===== config.mk =====
export PLATFORM = sky130hd
export DESIGN_NAME = fetch_sequencer_flat
export DESIGN_NICKNAME = d
export VERILOG_FILES = /design/src/rtl/fetch_sequencer_if.sv /design/src/rtl/fetch_sequencer.sv /design/src/flat_wrapper.sv
export SDC_FILE = /design/constraint.sdc
export NUM_CORES = 1
export LEC_CHECK = 0
export ABC_AREA = 1
export BUFFER_PORTS_ARGS = -buffer_cell sky130_fd_sc_hd__buf_2
export CAP_MARGIN = 20
export CORE_MARGIN = 2
export CORE_UTILIZATION = 44
export CTS_CLUSTER_DIAMETER = 100
export DETAILED_ROUTE_END_ITERATION = 8
export HOLD_SLACK_MARGIN = 0.15
export MAX_ROUTING_LAYER = met4
export PLACE_DENSITY = 0.84
export SETUP_SLACK_MARGIN = 0.5
export SKIP_LAST_GASP = 1
export SLEW_MARGIN = 40
export SYNTH_ARGS = -nofsm -noshare
export SYNTH_HDL_FRONTEND = slang
export SYNTH_SLANG_ARGS = --single-unit

===== constraint.sdc =====
create_clock -name clk -period 2.3 [get_ports clk]
set_input_delay 0.115 -clock clk [delete_from_list [all_inputs] [get_ports clk]]
set_output_delay 0.115 -clock clk [all_outputs]
set_load 0.02 [all_outputs]

===== src/rtl/fetch_sequencer_if.sv =====
// rtl/fetch_sequencer_if.sv - instruction memory request/valid bus between fetch stage and imem
interface fetch_sequencer_if;
    logic        imem_req;
    logic [15:0] imem_addr;
    logic [15:0] imem_rdata;
    logic        imem_valid;

    modport master (
        output imem_req,
        output imem_addr,
        input  imem_rdata,
        input  imem_valid
    );

    modport slave (
        input  imem_req,
        input  imem_addr,
        output imem_rdata,
        output imem_valid
    );
endinterface


===== src/rtl/fetch_sequencer.sv =====
// rtl/fetch_sequencer.sv - PC sequencing and instruction fetch for the 16-bit MIPS core
// Optional retired-instruction counter enabled by defining FETCH_RETIRE_CNT_EN.
module fetch_sequencer #(
    parameter logic [15:0] RESET_PC = 16'h0000,
    parameter int          CNT_W    = 32
) (
    input  logic              clk,
    input  logic              rst,
    fetch_sequencer_if.master imem,
    output logic [15:0]       instr,
    output logic [2:0]        opcode,
    output logic [3:0]        function_extend,
    output logic              instr_valid,
    output logic [15:0]       pc,
    output logic [15:0]       link_pc,
    input  logic [1:0]        PC_sel,
    input  logic              HLT_RST,
    input  logic [15:0]       jr_target,
    input  logic              resume,
    output logic              halted,
    output logic [CNT_W-1:0]  retired_cnt
);

    localparam logic [1:0] S_FETCH = 2'd0;
    localparam logic [1:0] S_EXEC  = 2'd1;
    localparam logic [1:0] S_HALT  = 2'd2;

    localparam logic [1:0] SEL_SEQ    = 2'b00;
    localparam logic [1:0] SEL_JR     = 2'b01;
    localparam logic [1:0] SEL_BRANCH = 2'b10;
    localparam logic [1:0] SEL_JUMP   = 2'b11;

    logic [1:0]  state;
    logic [15:0] pc_plus1;
    logic [15:0] imm_sext;
    logic [15:0] branch_target;
    logic [15:0] jump_target;
    logic [15:0] pc_next;

    assign pc_plus1      = pc + 16'd1;
    assign imm_sext      = {{9{instr[6]}}, instr[6:0]};
    assign branch_target = pc_plus1 + imm_sext;
    // Jumps stay inside the 8K-word region of the following instruction.
    assign jump_target   = {pc_plus1[15:13], instr[12:0]};

    always_comb begin
        pc_next = pc_plus1;
        if (HLT_RST) begin
            case (PC_sel)
                SEL_SEQ:    pc_next = pc_plus1;
                SEL_JR:     pc_next = jr_target;
                SEL_BRANCH: pc_next = branch_target;
                SEL_JUMP:   pc_next = jump_target;
                default:    pc_next = pc_plus1;
            endcase
        end
    end

    always_ff @(posedge clk or posedge rst) begin
        if (rst) begin
            state <= S_FETCH;
            pc    <= RESET_PC;
            instr <= 16'h0000;
        end else begin
            case (state)
                S_FETCH: begin
                    if (imem.imem_valid) begin
                        instr <= imem.imem_rdata;
                        state <= S_EXEC;
                    end
                end
                S_EXEC: begin
                    pc    <= pc_next;
                    state <= HLT_RST ? S_FETCH : S_HALT;
                end
                S_HALT: begin
                    if (resume) begin
                        state <= S_FETCH;
                    end
                end
                default: state <= S_FETCH;
            endcase
        end
    end

    // Request is suppressed while reset is held even though the state is already FETCH.
    assign imem.imem_req    = (state == S_FETCH) && !rst;
    assign imem.imem_addr   = pc;
    assign instr_valid      = (state == S_EXEC);
    assign halted           = (state == S_HALT);
    assign opcode           = instr[15:13];
    assign function_extend  = instr[3:0];
    assign link_pc          = pc_plus1;

`ifdef FETCH_RETIRE_CNT_EN
    logic [CNT_W-1:0] cnt;

    always_ff @(posedge clk or posedge rst) begin
        if (rst) begin
            cnt <= '0;
        end else if (state == S_EXEC) begin
            cnt <= cnt + CNT_W'(1);
        end
    end

    assign retired_cnt = cnt;
`else
    assign retired_cnt = '0;
`endif

endmodule

===== src/flat_wrapper.sv =====
// flat-port wrapper written by rule: the top's interface ports become plain ports
module fetch_sequencer_flat 
#(
    parameter logic [15:0] RESET_PC = 16'h0000,
    parameter int          CNT_W    = 32
)
  (clk, rst, instr, opcode, function_extend, instr_valid, pc, link_pc, PC_sel, HLT_RST, jr_target, resume, halted, retired_cnt, imem_imem_req, imem_imem_addr, imem_imem_rdata, imem_imem_valid);
  fetch_sequencer_if imem_i ();
  input  logic clk;
  input  logic rst;
  output logic [15:0] instr;
  output logic [2:0] opcode;
  output logic [3:0] function_extend;
  output logic instr_valid;
  output logic [15:0] pc;
  output logic [15:0] link_pc;
  input  logic [1:0] PC_sel;
  input  logic HLT_RST;
  input  logic [15:0] jr_target;
  input  logic resume;
  output logic halted;
  output logic [CNT_W-1:0] retired_cnt;
  output wire logic [$bits(imem_i.imem_req)-1:0] imem_imem_req;
  output wire logic [$bits(imem_i.imem_addr)-1:0] imem_imem_addr;
  input wire logic [$bits(imem_i.imem_rdata)-1:0] imem_imem_rdata;
  input wire logic [$bits(imem_i.imem_valid)-1:0] imem_imem_valid;
  assign imem_imem_req = imem_i.imem_req;
  assign imem_imem_addr = imem_i.imem_addr;
  assign imem_i.imem_rdata = imem_imem_rdata;
  assign imem_i.imem_valid = imem_imem_valid;
  fetch_sequencer #(.RESET_PC(RESET_PC), .CNT_W(CNT_W)) u_core (.clk(clk), .rst(rst), .imem(imem_i), .instr(instr), .opcode(opcode), .function_extend(function_extend), .instr_valid(instr_valid), .pc(pc), .link_pc(link_pc), .PC_sel(PC_sel), .HLT_RST(HLT_RST), .jr_target(jr_target), .resume(resume), .halted(halted), .retired_cnt(retired_cnt));
endmodule

==> results.md <==
- Post-layout nets: 770
- Final core utilization: 74.7%
- Buf/Inv on CP: 2
- Setup Crit Path Kind: flop to flop
- Antenna violations before repair: 0
- Busiest grt layer: met2
- Lkg Pwr: 0.00291 uW
- CP Launch Type: flop
- Drt total wl: 14800 microns
- Ys flop type: dfrtp_1
- All-Layer GR Usage: 30.7%
- Initial core utilization: 46.2%
- Crit path launch: u_core.imem.imem_addr[1]
- Met1 Use GR: 35.3%
- Share of layout cells above drive strength 1: 47.1%
- DRT antenna net count: 0
- DP Area: 4470 sq um
- DRC violations left: 0
- Mapped cell area: 3380 sq um
- CP top delay family: simple AND/OR/NAND/NOR gates
- Design Area, Final: 5480 sq um
- Top post-synthesis cells by area: dfrtp_1, nand2_1, buf_4, ha_1, inv_1
- Cell Pwr Density: 1490 nW/um^2
- CP dominant cell by count: nand2_1
- CTS tree: yes
- Final Setup Violations: 14
- Max-cap check violation count: 0
- Yosys top cell area share: 25.1%
- Worst Path Required: 2.49 ns
- Clk slew on worst S/H paths: 0.08 ns
- Slack of the worst reg-to-reg path: -0.36 ns
- Port Buffers: 112
- Cells on Worst Hold Path: 5
- Diode count: 0
- Post-synthesis area per instance: 6.57 sq um
- Final hold violations: 0
- Slowest stage delay, CP: 0.43 ns
- Worst-path fanout max: 4
- Vias in the first global route: 4405
- Met3 usage: 4.35%
- Status: finished, violations left
- Core area: 7330 sq um
- Post-synthesis register bit count: 34
- R2R depth: 17
- I/O pins: 145
- VDD IR max: 0.000888 V
- Mean number of vias per cell: 5.65
- Commonest non-fill, non-tap cell in the layout: nand2_1
- Drt first pass iters: 8
- Area grow syn2layout: 61.9%
- Slew @ Worst Pin: 0.797 ns
- Hold Path Class: input port to flop
- Yosys warns: 0
- Time the worst path needs with I/O delays and setup: 2.66 ns
- Reg2reg start: u_core.imem.imem_addr[1]
- Max Slew Vio Count: 0
- Via Count: 4579
- WL/cell: 18.3 microns
- Htree depth: 2
- Sequential share of the synthesized area: 25.1%
- CP Cell Sequence: nand2_1, nor2_4, nand2_4, nor2_4, xor2_1, inv_2, ha_4, nand2_2, inv_2, nand3_2, nand3b_1, nand2_1, nand2_1, nand3_1, nand3_1, nand2_1, nand2_1
- RSZ-0062 raised after global routing: true
- Worst setup EP type: flop
- Count of flip-flops with a built-in enable after synthesis: 0
- Synth unique cells: 40
- Min-delay src: jr_target[12]
- Die area: 8410 sq um
- FILL cells: 457
- First-pass GRT wire length: 20100 microns
- Total CTS buffers: 5
- Die width: 91.7 microns
- Synth area leader: dfrtp_1
- Drt first-iter violations: 416
- Skew-Pair Late Insertion Delay: 0.30 ns
- Synth async-reset ratio: 100%
- Final WS setup: -0.363 ns
- Post-Synthesis Cells: 515
- Hold Path Sink: u_core.imem.imem_addr[12]
- FF-to-FF End: u_core.imem.imem_addr[13]
- CTS root buf: clkbuf_8
- FMAX: 376 MHz
- Clk sink count: 34
- Vert. Die Dim: 91.7 microns
- Fin crit share: 116%
- Hpwl dp: 9110 microns
- CP max stage cell: dfrtp_2
- Grt total ovfl: 0
- Largest net degree at the start of global routing: 21
- Violated checks: negative setup slack
- Max clock buf depth: 2
- Worst Path Arrival: 2.86 ns
- Most frequent cells in the layout: nand2_1, buf_2, buf_4
- GP Congestion: 0.977
- Row count: 31
- Met2 Use GR: 52.8%
- Clk_skew: 0.00735 ns
- Slew margin rel.: 46.8%
-- power breakdown --
part | leakage (uW) | total, uW | internal, uW | switching [uW]
combinational | 0.00245 | 6540 | 2830 | 3710
sequential | 0.000414 | 1120 | 821 | 300
clock | 0.0000482 | 486 | 242 | 244
-- synthesized netlist by cell type (2+ instances only) --
cell type  instances
o21bai_1           2
o21ai_0           12
nor2_2             4
nor3_1             4
o21ai_2            3
nand2_1          178
o21ai_1            7
clkbuf_1           4
nand3_1           31
nand3b_1           5
nand2_2            4
xnor2_1            3
clkinv_1           2
nand4_1            7
or2_2              2
and2_1             2
a21oi_1           23
o22ai_1            2
xor2_1             5
o211ai_1           8
dfrtp_1           34
inv_1             54
buf_2              5
nor2_1            23
ha_1              19
buf_4             55
a221oi_1           4
-- registers in the layout (all words and copies together), names as in the netlist --
name,count
u_core.instr,16
u_core.state,2
u_core.imem.imem_addr,16
-- per-stage QoR --
| stage | hold WS [ns] | TNS, ns | std cells | setup slack, ns | power [uW] |
|---|---|---|---|---|---|
| floorplan | 0.215 | -0.315 | 546 | -0.114 | 4230 |
| global placement | 0.277 | -0.478 | 754 | -0.130 | 5770 |
| detailed placement | 0.298 | -1.42 | 754 | -0.237 | 5930 |
| CTS | 0.159 | -0.890 | 804 | -0.174 | 7180 |
| global route | 0.192 | -4.12 | 811 | -0.533 | 8490 |
| finish | 0.141 | -2.99 | 811 | -0.363 | 8150 |
-- layout make-up --
type                            count  area [sq um]  area share [%]
Multi-Input combinational cell    390          2630            48.0
Sequential cell                    34           860            15.7
Clock inverter                      1          5.00          0.0914
Clock buffer                        7          86.3            1.58
Inverter                           57           221            4.04
Timing Repair Buffer              223          1550            28.4
Tap cell                           99           124            2.26
-- kinds of logic (layout without fill, tap and decap cells) --
group,after synthesis,after routing,share of synthesized area [%]
adder cells (fa/ha/maj),20,20,7.62
XOR/XNOR,9,9,2.55
flip-flops,34,34,25.1
buffers and inverters,122,288,19.8
AO/OA/AOI/OAI,64,64,11.4
AND/OR/NAND/NOR,265,265,33.4
other,1,32,0.111
-- worst max path at each step --
stage | to | cells after the start
floorplan | u_core.imem.imem_addr[15] | 21
global placement | u_core.imem.imem_addr[13] | 19
detailed placement | u_core.imem.imem_addr[15] | 20
CTS | u_core.imem.imem_addr[15] | 21
global route | u_core.imem.imem_addr[15] | 19
finish | u_core.imem.imem_addr[13] | 17
-- routing by layer --
layer  vias up  wire, microns
li1       1965              -
met1      2119           5260
met2       393           7060
met3       102           1560
met4         0            959
met5         -              0
-- worst min-delay path, stage by stage --
cell	delay, ns
buf_2	0.07
nand2_1	0.07
nand3_2	0.06
nand2_1	0.04
nand2_1	0.05
-- timing repair --
action / CTS / global route
pin swaps: 35 / 34
endpoints found under the hold margin: 36 / 0
setup buffers: 23 / 7
hold buffers: 19 / 0
endpoints found under the setup margin: 23 / 26
resized for setup: 60 / 61
gates cloned: 0 / 0
(Power assumes the default switching activity.)
